[config.mk]
export PLATFORM = sky130hd
export DESIGN_NAME = traffic_sensor_filter
export DESIGN_NICKNAME = d
export VERILOG_FILES = /design/src/rtl/traffic_pkg.sv /design/src/rtl/sensor_lane_filter.sv /design/src/rtl/traffic_sensor_filter.sv
export SDC_FILE = /design/constraint.sdc
export NUM_CORES = 1
export LEC_CHECK = 0
export ABC_CLOCK_PERIOD_IN_PS = 3000
export CORE_MARGIN = 2
export CORE_UTILIZATION = 40
export DETAILED_ROUTE_END_ITERATION = 12
export GPL_TIMING_DRIVEN = 0
export PLACE_DENSITY = 0.6
export SYNTH_ARGS = -nofsm -noshare
export SYNTH_HDL_FRONTEND = slang
export SYNTH_SLANG_ARGS = --single-unit
[constraint.sdc]
create_clock -name clk -period 3 [get_ports clk]
set_clock_uncertainty 0.15 [all_clocks]
set_input_delay 0.6 -clock clk [delete_from_list [all_inputs] [get_ports clk]]
set_output_delay 0.6 -clock clk [all_outputs]
set_load 0.02 [all_outputs]
[src/rtl/traffic_pkg.sv]
// Shared types and defaults for the traffic sensor conditioning stage.
package traffic_pkg;

  // Encoding chosen so presence is simply state[1]:
  // PRESENT and HOLD both have the top bit set.
  typedef enum logic [1:0] {
    IDLE    = 2'b00,
    QUALIFY = 2'b01,
    PRESENT = 2'b10,
    HOLD    = 2'b11
  } lane_state_t;

  localparam int DEBOUNCE_CYCLES_DEF = 4;
  localparam int HOLD_CYCLES_DEF     = 8;
  localparam int STUCK_CYCLES_DEF    = 1024;

  function automatic int max3(input int a, input int b, input int c);
    int m;
    m = (a > b) ? a : b;
    m = (m > c) ? m : c;
    return m;
  endfunction

  // Counter must hold the largest terminal value, inclusive.
  function automatic int lane_cnt_width(input int d, input int h, input int s);
    return $clog2(max3(d, h, s) + 1);
  endfunction

endpackage

[src/rtl/sensor_lane_filter.sv]
// One lane of vehicle-loop conditioning: 2-flop synchronizer, debounce
// qualification, presence hold after the vehicle leaves, and a sticky
// stuck-high fault flag.
//
// state   | meaning
// --------+-------------------------------------------------------------
// IDLE    | no vehicle; waiting for the first high synchronized sample
// QUALIFY | counting consecutive high samples toward DEBOUNCE_CYCLES
// PRESENT | vehicle reported; counting occupancy toward STUCK_CYCLES
// HOLD    | input dropped; presence extended for HOLD_CYCLES
module sensor_lane_filter
  import traffic_pkg::*;
#(
  parameter int DEBOUNCE_CYCLES = DEBOUNCE_CYCLES_DEF,
  parameter int HOLD_CYCLES     = HOLD_CYCLES_DEF,
  parameter int STUCK_CYCLES    = STUCK_CYCLES_DEF
) (
  input  logic clk,
  input  logic rst,
  input  logic raw,
  output logic t,
  output logic fault
);

  localparam int CNT_W = lane_cnt_width(DEBOUNCE_CYCLES, HOLD_CYCLES, STUCK_CYCLES);

  localparam logic [CNT_W-1:0] DEB_LAST   = CNT_W'(DEBOUNCE_CYCLES - 1);
  localparam logic [CNT_W-1:0] HOLD_LAST  = CNT_W'(HOLD_CYCLES - 1);
  localparam logic [CNT_W-1:0] STUCK_LAST = CNT_W'(STUCK_CYCLES - 1);
  localparam logic [CNT_W-1:0] STUCK_MAX  = CNT_W'(STUCK_CYCLES);
  localparam logic [CNT_W-1:0] CNT_ONE    = CNT_W'(1);

  logic             sync1;
  logic             sync2;
  lane_state_t      state;
  lane_state_t      state_nxt;
  logic [CNT_W-1:0] cnt;
  logic [CNT_W-1:0] cnt_nxt;
  logic             fault_nxt;

  // Bring the asynchronous loop input into the clk domain.
  always_ff @(posedge clk or posedge rst) begin
    if (rst) begin
      sync1 <= 1'b0;
      sync2 <= 1'b0;
    end else begin
      sync1 <= raw;
      sync2 <= sync1;
    end
  end

  // Lane state, counter and sticky fault registers.
  always_ff @(posedge clk or posedge rst) begin
    if (rst) begin
      state <= IDLE;
      cnt   <= '0;
      fault <= 1'b0;
    end else begin
      state <= state_nxt;
      cnt   <= cnt_nxt;
      fault <= fault_nxt;
    end
  end

  // Next-state, counter and fault decisions from the synchronized sample.
  always_comb begin
    state_nxt = state;
    cnt_nxt   = cnt;
    fault_nxt = fault;
    unique case (state)
      IDLE: begin
        if (sync2) begin
          state_nxt = QUALIFY;
          cnt_nxt   = CNT_ONE;
        end
      end
      QUALIFY: begin
        if (!sync2) begin
          state_nxt = IDLE;
          cnt_nxt   = '0;
        end else if (cnt == DEB_LAST) begin
          state_nxt = PRESENT;
          cnt_nxt   = '0;
        end else begin
          cnt_nxt = cnt + 1'b1;
        end
      end
      PRESENT: begin
        // Fault is reported only; presence keeps being served.
        if (cnt >= STUCK_LAST) begin
          fault_nxt = 1'b1;
        end
        if (!sync2) begin
          state_nxt = HOLD;
          cnt_nxt   = '0;
        end else if (cnt != STUCK_MAX) begin
          cnt_nxt = cnt + 1'b1;
        end
      end
      HOLD: begin
        if (sync2) begin
          state_nxt = PRESENT;
          cnt_nxt   = '0;
        end else if (cnt == HOLD_LAST) begin
          state_nxt = IDLE;
          cnt_nxt   = '0;
        end else begin
          cnt_nxt = cnt + 1'b1;
        end
      end
      default: begin
        state_nxt = IDLE;
        cnt_nxt   = '0;
      end
    endcase
  end

  // Presence comes straight off a state flop, so it cannot glitch.
  assign t = state[1];

endmodule

[src/rtl/traffic_sensor_filter.sv]
// Conditions the two raw loop detectors into clean ta/tb presence signals
// and stuck-sensor flags for the traffic light controller.
module traffic_sensor_filter
  import traffic_pkg::*;
#(
  parameter int DEBOUNCE_CYCLES = DEBOUNCE_CYCLES_DEF,
  parameter int HOLD_CYCLES     = HOLD_CYCLES_DEF,
  parameter int STUCK_CYCLES    = STUCK_CYCLES_DEF
) (
  input  logic clk,
  input  logic rst,
  input  logic sensor_a_raw,
  input  logic sensor_b_raw,
  output logic ta,
  output logic tb,
  output logic fault_a,
  output logic fault_b
);

  sensor_lane_filter #(
    .DEBOUNCE_CYCLES (DEBOUNCE_CYCLES),
    .HOLD_CYCLES     (HOLD_CYCLES),
    .STUCK_CYCLES    (STUCK_CYCLES)
  ) u_lane_a (
    .clk   (clk),
    .rst   (rst),
    .raw   (sensor_a_raw),
    .t     (ta),
    .fault (fault_a)
  );

  sensor_lane_filter #(
    .DEBOUNCE_CYCLES (DEBOUNCE_CYCLES),
    .HOLD_CYCLES     (HOLD_CYCLES),
    .STUCK_CYCLES    (STUCK_CYCLES)
  ) u_lane_b (
    .clk   (clk),
    .rst   (rst),
    .raw   (sensor_b_raw),
    .t     (tb),
    .fault (fault_b)
  );

endmodule

======== Word level (Yosys, flattened, before mapping) ========
Cells that the tools add are included.
operators by class
  add/subtract/negate cells ............... 2
  magnitude comparators ................... 2
  equal/unequal tests ..................... 22
  multiplexer cells ....................... 30
  reduce and logical (&&, ||, !) cells .... 8
operators by type and width
  cell                     count
  $mux W11                 14
  $pmux W11 S4             2
  $mux W2                  12
  $add A11 B1 Y11 const B  2
  $eq A11 B2 Y1 const B    2
  $eq A11 B3 Y1 const B    2
  $ge A11 B10 Y1 const B   2
  $ne A11 B11 Y1 const B   2
  $pmux W2 S4              2
  $ne A3 B3 Y1 const B     4
  $eq A2 B2 Y1 const B     4
  $reduce_and A2 Y1        4
  $reduce_and A4 Y1        2
  $ne A3 B1 Y1 const B     2
  $eq A2 B1 Y1 const B     2
  $logic_not A2 Y1         2
  $ne A2 B1 Y1 const B     2
  $ne A2 B2 Y1 const B     2
storage, ports and cells
  flip-flop bits (word level) ............. 32
  logic and storage cells ................. 74

======== Logic depth before layout (Yosys ltp) ========
  depth in word-level cells ............... 4
  depth in mapped cells ................... 8
  depth with buffers taken out ............ 7

======== Modules after synthesis ========
From an unflattened synthesis, not the netlist that was laid out.
second synthesis, totals
  cell total of the unflattened synthesis .. 200
  area, all modules ....................... 1836.8 um^2
by module, submodules not included
  module              times used  cells an instance  area an instance (um^2)  seq. area each (um^2)
  sensor_lane_filter  2           100                918.4                    400.4

======== Worst setup path after synthesis ========
Ideal clock, no wire load.
  kind .................................... register to register
  from .................................... register u_lane_a.cnt[7]
  to ...................................... register u_lane_a.cnt[9]
  setup time .............................. 0.126 ns
  arrival time ............................ 1.969 ns
  data required time ...................... 2.724 ns
  path slack .............................. 0.755 ns
  cell stages (with the launch flop) ...... 6
  clock period less this slack ............ 2.245 ns
  cells stage by stage .................... dfrtp_1 or4_4 or2_4 a221oi_4 nor2_1 a221o_1
on the way
  cells in the longest elaborated chain, start to end .. 4
RTL lines
  what                                           RTL line                                                                       text
  start: declaration                             sensor_lane_filter.sv:37                                                       logic [CNT_W-1:0] cnt;
  start signal: assignment                       sensor_lane_filter.sv:60                                                       cnt <= cnt_nxt;
  $add A11 B1 Y11, or another cell as far along  sensor_lane_filter.sv:85, sensor_lane_filter.sv:97, sensor_lane_filter.sv:108
  $mux W11 (on tied branches)                    sensor_lane_filter.sv:104, sensor_lane_filter.sv:81, sensor_lane_filter.sv:96
  $mux W11 (on tied branches)                    sensor_lane_filter.sv:101, sensor_lane_filter.sv:78, sensor_lane_filter.sv:93
  $pmux W11 S4                                   sensor_lane_filter.sv:70                                                       unique case (state)
Several ways; a longest one is shown, not always the timed one. The select of a mux whose other input is x is not followed.
A chain may end at the register's enable or synchronous reset.

======== Worst setup path in the final report ========
  from .................................... register u_lane_a.cnt[5]
  to ...................................... register u_lane_a.cnt[9]
The elaborated chain is that of the path after synthesis.

==> results.sh <==
export IMPL_max_freq_mhz=405.3
export IMPL_ctsResizeCount=0
export IMPL_drt_wl_total_mm=3.601
export IMPL_place_congestion=0.8349
export IMPL_critPathKind="reg -> reg"
export IMPL_yosys_area_top_type="dfrtp_1"
export IMPL_drive_gt1_share_pct=10.96
export IMPL_finalHoldViolCount=0
export IMPL_coreArea_mm2=0.004414
export IMPL_critPathArrivalTime_ns=2.50
export IMPL_insertion_delay_ns=0.29
export IMPL_cts_setup_buffers=0
export IMPL_setup_tns_ns=0
export IMPL_diodes=0
export IMPL_synth_top_family_by_area="simple AND/OR/NAND/NOR gates"
export IMPL_ys_seq_elements=32
export IMPL_min_delay_worst_endpoint="u_lane_b.sync2$_DFF_PP0_"
export IMPL_cpPeakStageDelay_ns=0.57
export IMPL_r2r_end="u_lane_a.cnt[9]$_DFFE_PP0P_"
export IMPL_drtAntennaViolNets=0
export IMPL_p_comb_share_pct=28.3
export IMPL_seqPwrFrac_pct=39.5
export IMPL_cts_buffer_depth=2
export IMPL_synthSimpleGateAreaFrac_pct=28.69
export IMPL_dp_hpwl_mm=2.557
export IMPL_grt_antenna_before_repair=0
export IMPL_cts_tree="yes"
export IMPL_slew_violations=0
export IMPL_crit_path_end_kind="flop"
export IMPL_hp_class="reg -> reg"
export IMPL_synth_area_leaders="dfrtp_1, nor2_1, xnor2_1"
export IMPL_powerDensity_mw_per_mm2=615.9
export IMPL_layout_commonest_cell="dfrtp_1"
export IMPL_overflow=0
export IMPL_r2r_slack_ns=0.53
export IMPL_yosys_area_top_type_share_pct=43.10
export IMPL_synth_cells=203
export IMPL_cts_max_level=2
export IMPL_final_cell_mix="dfrtp_1, nor2_1, nand2_1"
export IMPL_critPathMaxFanout=8
export IMPL_netlist_area_mm2=0.001858
export IMPL_post_route_drc_count=0
export IMPL_path_delay_family="simple AND/OR/NAND/NOR gates"
export IMPL_die_x_um=72.16
export IMPL_yosysWarnings=0
export IMPL_synth_compound_area_share_pct=16.36
export IMPL_worstMarginPinSlew_ns=0.7811
export IMPL_fin_crit_sh_pct=82.25
export IMPL_setup_viol=0
export IMPL_path_clk_slew_ns=0.07
export IMPL_fin_crit_ns=2.467
export IMPL_avgSynthCellArea_um2=9.153
export IMPL_netSwitchingPower_mw=0.4333
export IMPL_synth_xor_area_share_pct=5.185
export IMPL_synthToLayoutAreaGrowth_pct=14.34
export IMPL_vias=1427
export IMPL_r2r_start="u_lane_a.cnt[5]$_DFFE_PP0P_"
export IMPL_synth_cell_type_count=50
export IMPL_vias_per_cell=5.266
export IMPL_grt_pass1_vias=1451
export IMPL_initial_utilization_pct=42.09
export IMPL_hold_depth=0
export IMPL_port_buffers=7
export IMPL_start_kind="flop"
export IMPL_final_nets=226
export IMPL_fin_total_pwr_mw=1.309
export IMPL_cellLeakagePower_nw=0.9650
export IMPL_ys_flop_type="dfrtp_1"
export IMPL_internal_power_mw=0.8752
export IMPL_cts_sinks=32
export IMPL_synth_edf_count=0
export IMPL_status="complete, no violations"
export IMPL_required_ns=3.03
export IMPL_ios=8
export IMPL_rsz0062_at_grt="false"
export IMPL_wl_per_cell_um=13.29
export IMPL_drv_cap=0
export IMPL_grt_use_total_pct=16.01
export IMPL_ctsHoldBuffers=0
export IMPL_dieArea_mm2=0.005206
export IMPL_synth_async_sr_flop_share_pct=100.0
export IMPL_clockPowerShare_pct=32.2
export IMPL_relSlewSlack_pct=47.53
export IMPL_rr_worst_depth=5
export IMPL_cpMaxStageDelayCell="or4_1"
export IMPL_grt_pass1_wl_mm=6.437
export IMPL_cp_num_buf_inv=0
export IMPL_cp_num_cells=5
export IMPL_synth_mux_area_fraction_pct=0
export IMPL_synthAdderAreaFrac_pct=2.694
export IMPL_swShare_pct=33.11
export IMPL_peakVddDrop_mv=0.4029
export IMPL_numCtsBuffers=5
export IMPL_row_count=24
export IMPL_holdCritStartpoint="u_lane_b.sync1$_DFF_PP0_"
export IMPL_crit_chain="or4_1 -> or2_4 -> a221oi_4 -> nor2_1 -> a221o_1"
export IMPL_clockRootBuffer="clkbuf_8"
export IMPL_synth_fp_nets=211
export IMPL_die_y_um=72.16
export IMPL_drt_iter0_drc=57
export IMPL_drtPass1Iterations=4
export IMPL_grt_max_degree=33
export IMPL_synth_seq_area_share_pct=43.10
-- cells in the mapped netlist (4+ instances only) --
master	count
a21oi_1	4
a22o_1	5
and3_1	5
clkbuf_1	5
dfrtp_1	32
ha_1	4
inv_1	9
nand2_1	14
nand3_1	5
nor2_1	30
nor2b_1	6
nor3_1	11
o21ai_0	10
xnor2_1	9
-- state kept, by name, summed over array words and instances, names as in the netlist, named ones only --
signal,cells
u_lane_a.cnt,11
u_lane_a.fault,1
u_lane_a.state,1
u_lane_a.sync1,1
u_lane_a.sync2,1
u_lane_b.cnt,11
u_lane_b.fault,1
u_lane_b.state,1
u_lane_b.sync1,1
u_lane_b.sync2,1
-- cell type report --
class | count | area [µm²]
Clock inverter | 3 | 42.54
Buffer | 8 | 40.04
Tap cell | 52 | 65.06
Multi-Input combinational cell | 154 | 983.4
Timing Repair Buffer | 8 | 90.09
Sequential cell | 32 | 800.8
Inverter | 9 | 33.78
Fill cell | 424 | 2290
Clock buffer | 5 | 68.82
-- per-layer routing --
| layer | up-vias | GRT usage, % | share of wire [%] |
|---|---|---|---|
| met5 | - | 0 | 0 |
| met4 | 0 | 4.403 | 1.3 |
| met3 | 7 | 5.417 | 3.2 |
| met2 | 10 | 27.22 | 49 |
| met1 | 657 | 19.33 | 47 |
| li1 | 753 | - | - |
-- how the worst max path moves through the flow --
| stage | startpoint | slack (ns) | endpoint |
|---|---|---|---|
| floorplan | u_lane_a.cnt[7]$_DFFE_PP0P_ | 0.75 | u_lane_a.cnt[9]$_DFFE_PP0P_ |
| global placement | u_lane_a.cnt[5]$_DFFE_PP0P_ | 0.57 | u_lane_a.cnt[9]$_DFFE_PP0P_ |
| detailed placement | u_lane_a.cnt[5]$_DFFE_PP0P_ | 0.54 | u_lane_a.cnt[9]$_DFFE_PP0P_ |
| CTS | u_lane_a.cnt[5]$_DFFE_PP0P_ | 0.54 | u_lane_a.cnt[9]$_DFFE_PP0P_ |
| global route | u_lane_a.cnt[7]$_DFFE_PP0P_ | 0.47 | u_lane_a.cnt[9]$_DFFE_PP0P_ |
| finish | u_lane_a.cnt[5]$_DFFE_PP0P_ | 0.53 | u_lane_a.cnt[9]$_DFFE_PP0P_ |
-- per-stage QoR --
stage               instances  utilization, %  area [µm²]  hold WS (ns)  worst slack, ns
finish                    271           48.13        2125        0.2006           0.5325
global route              271           48.13        2125        0.2137           0.4652
CTS                       270           47.68        2105        0.2034           0.5440
detailed placement        262           45.15        1993        0.1862           0.5394
global placement          262           45.15        1993        0.1818           0.5678
floorplan                 203               -        1858        0.1812           0.7549
-- power by group through the flow --
stage | logic [mW] | registers, mW | clock network [mW]
final | 0.370 | 0.517 | 0.421
after global routing | 0.424 | 0.527 | 0.458
after detailed placement | 0.370 | 0.526 | 0
after CTS | 0.371 | 0.518 | 0.435
after floorplan | 0.298 | 0.515 | 0
after global placement | 0.366 | 0.524 | 0
-- cell families (layout without fill, tap and decap cells) --
kind of cell,after synthesis,count (layout)
fa+ha+maj,4,4
buf+inv,17,33
simple gates,99,99
xor+xnor,11,11
compound gates,40,40
flops,32,32
(Power assumes the default switching activity.)
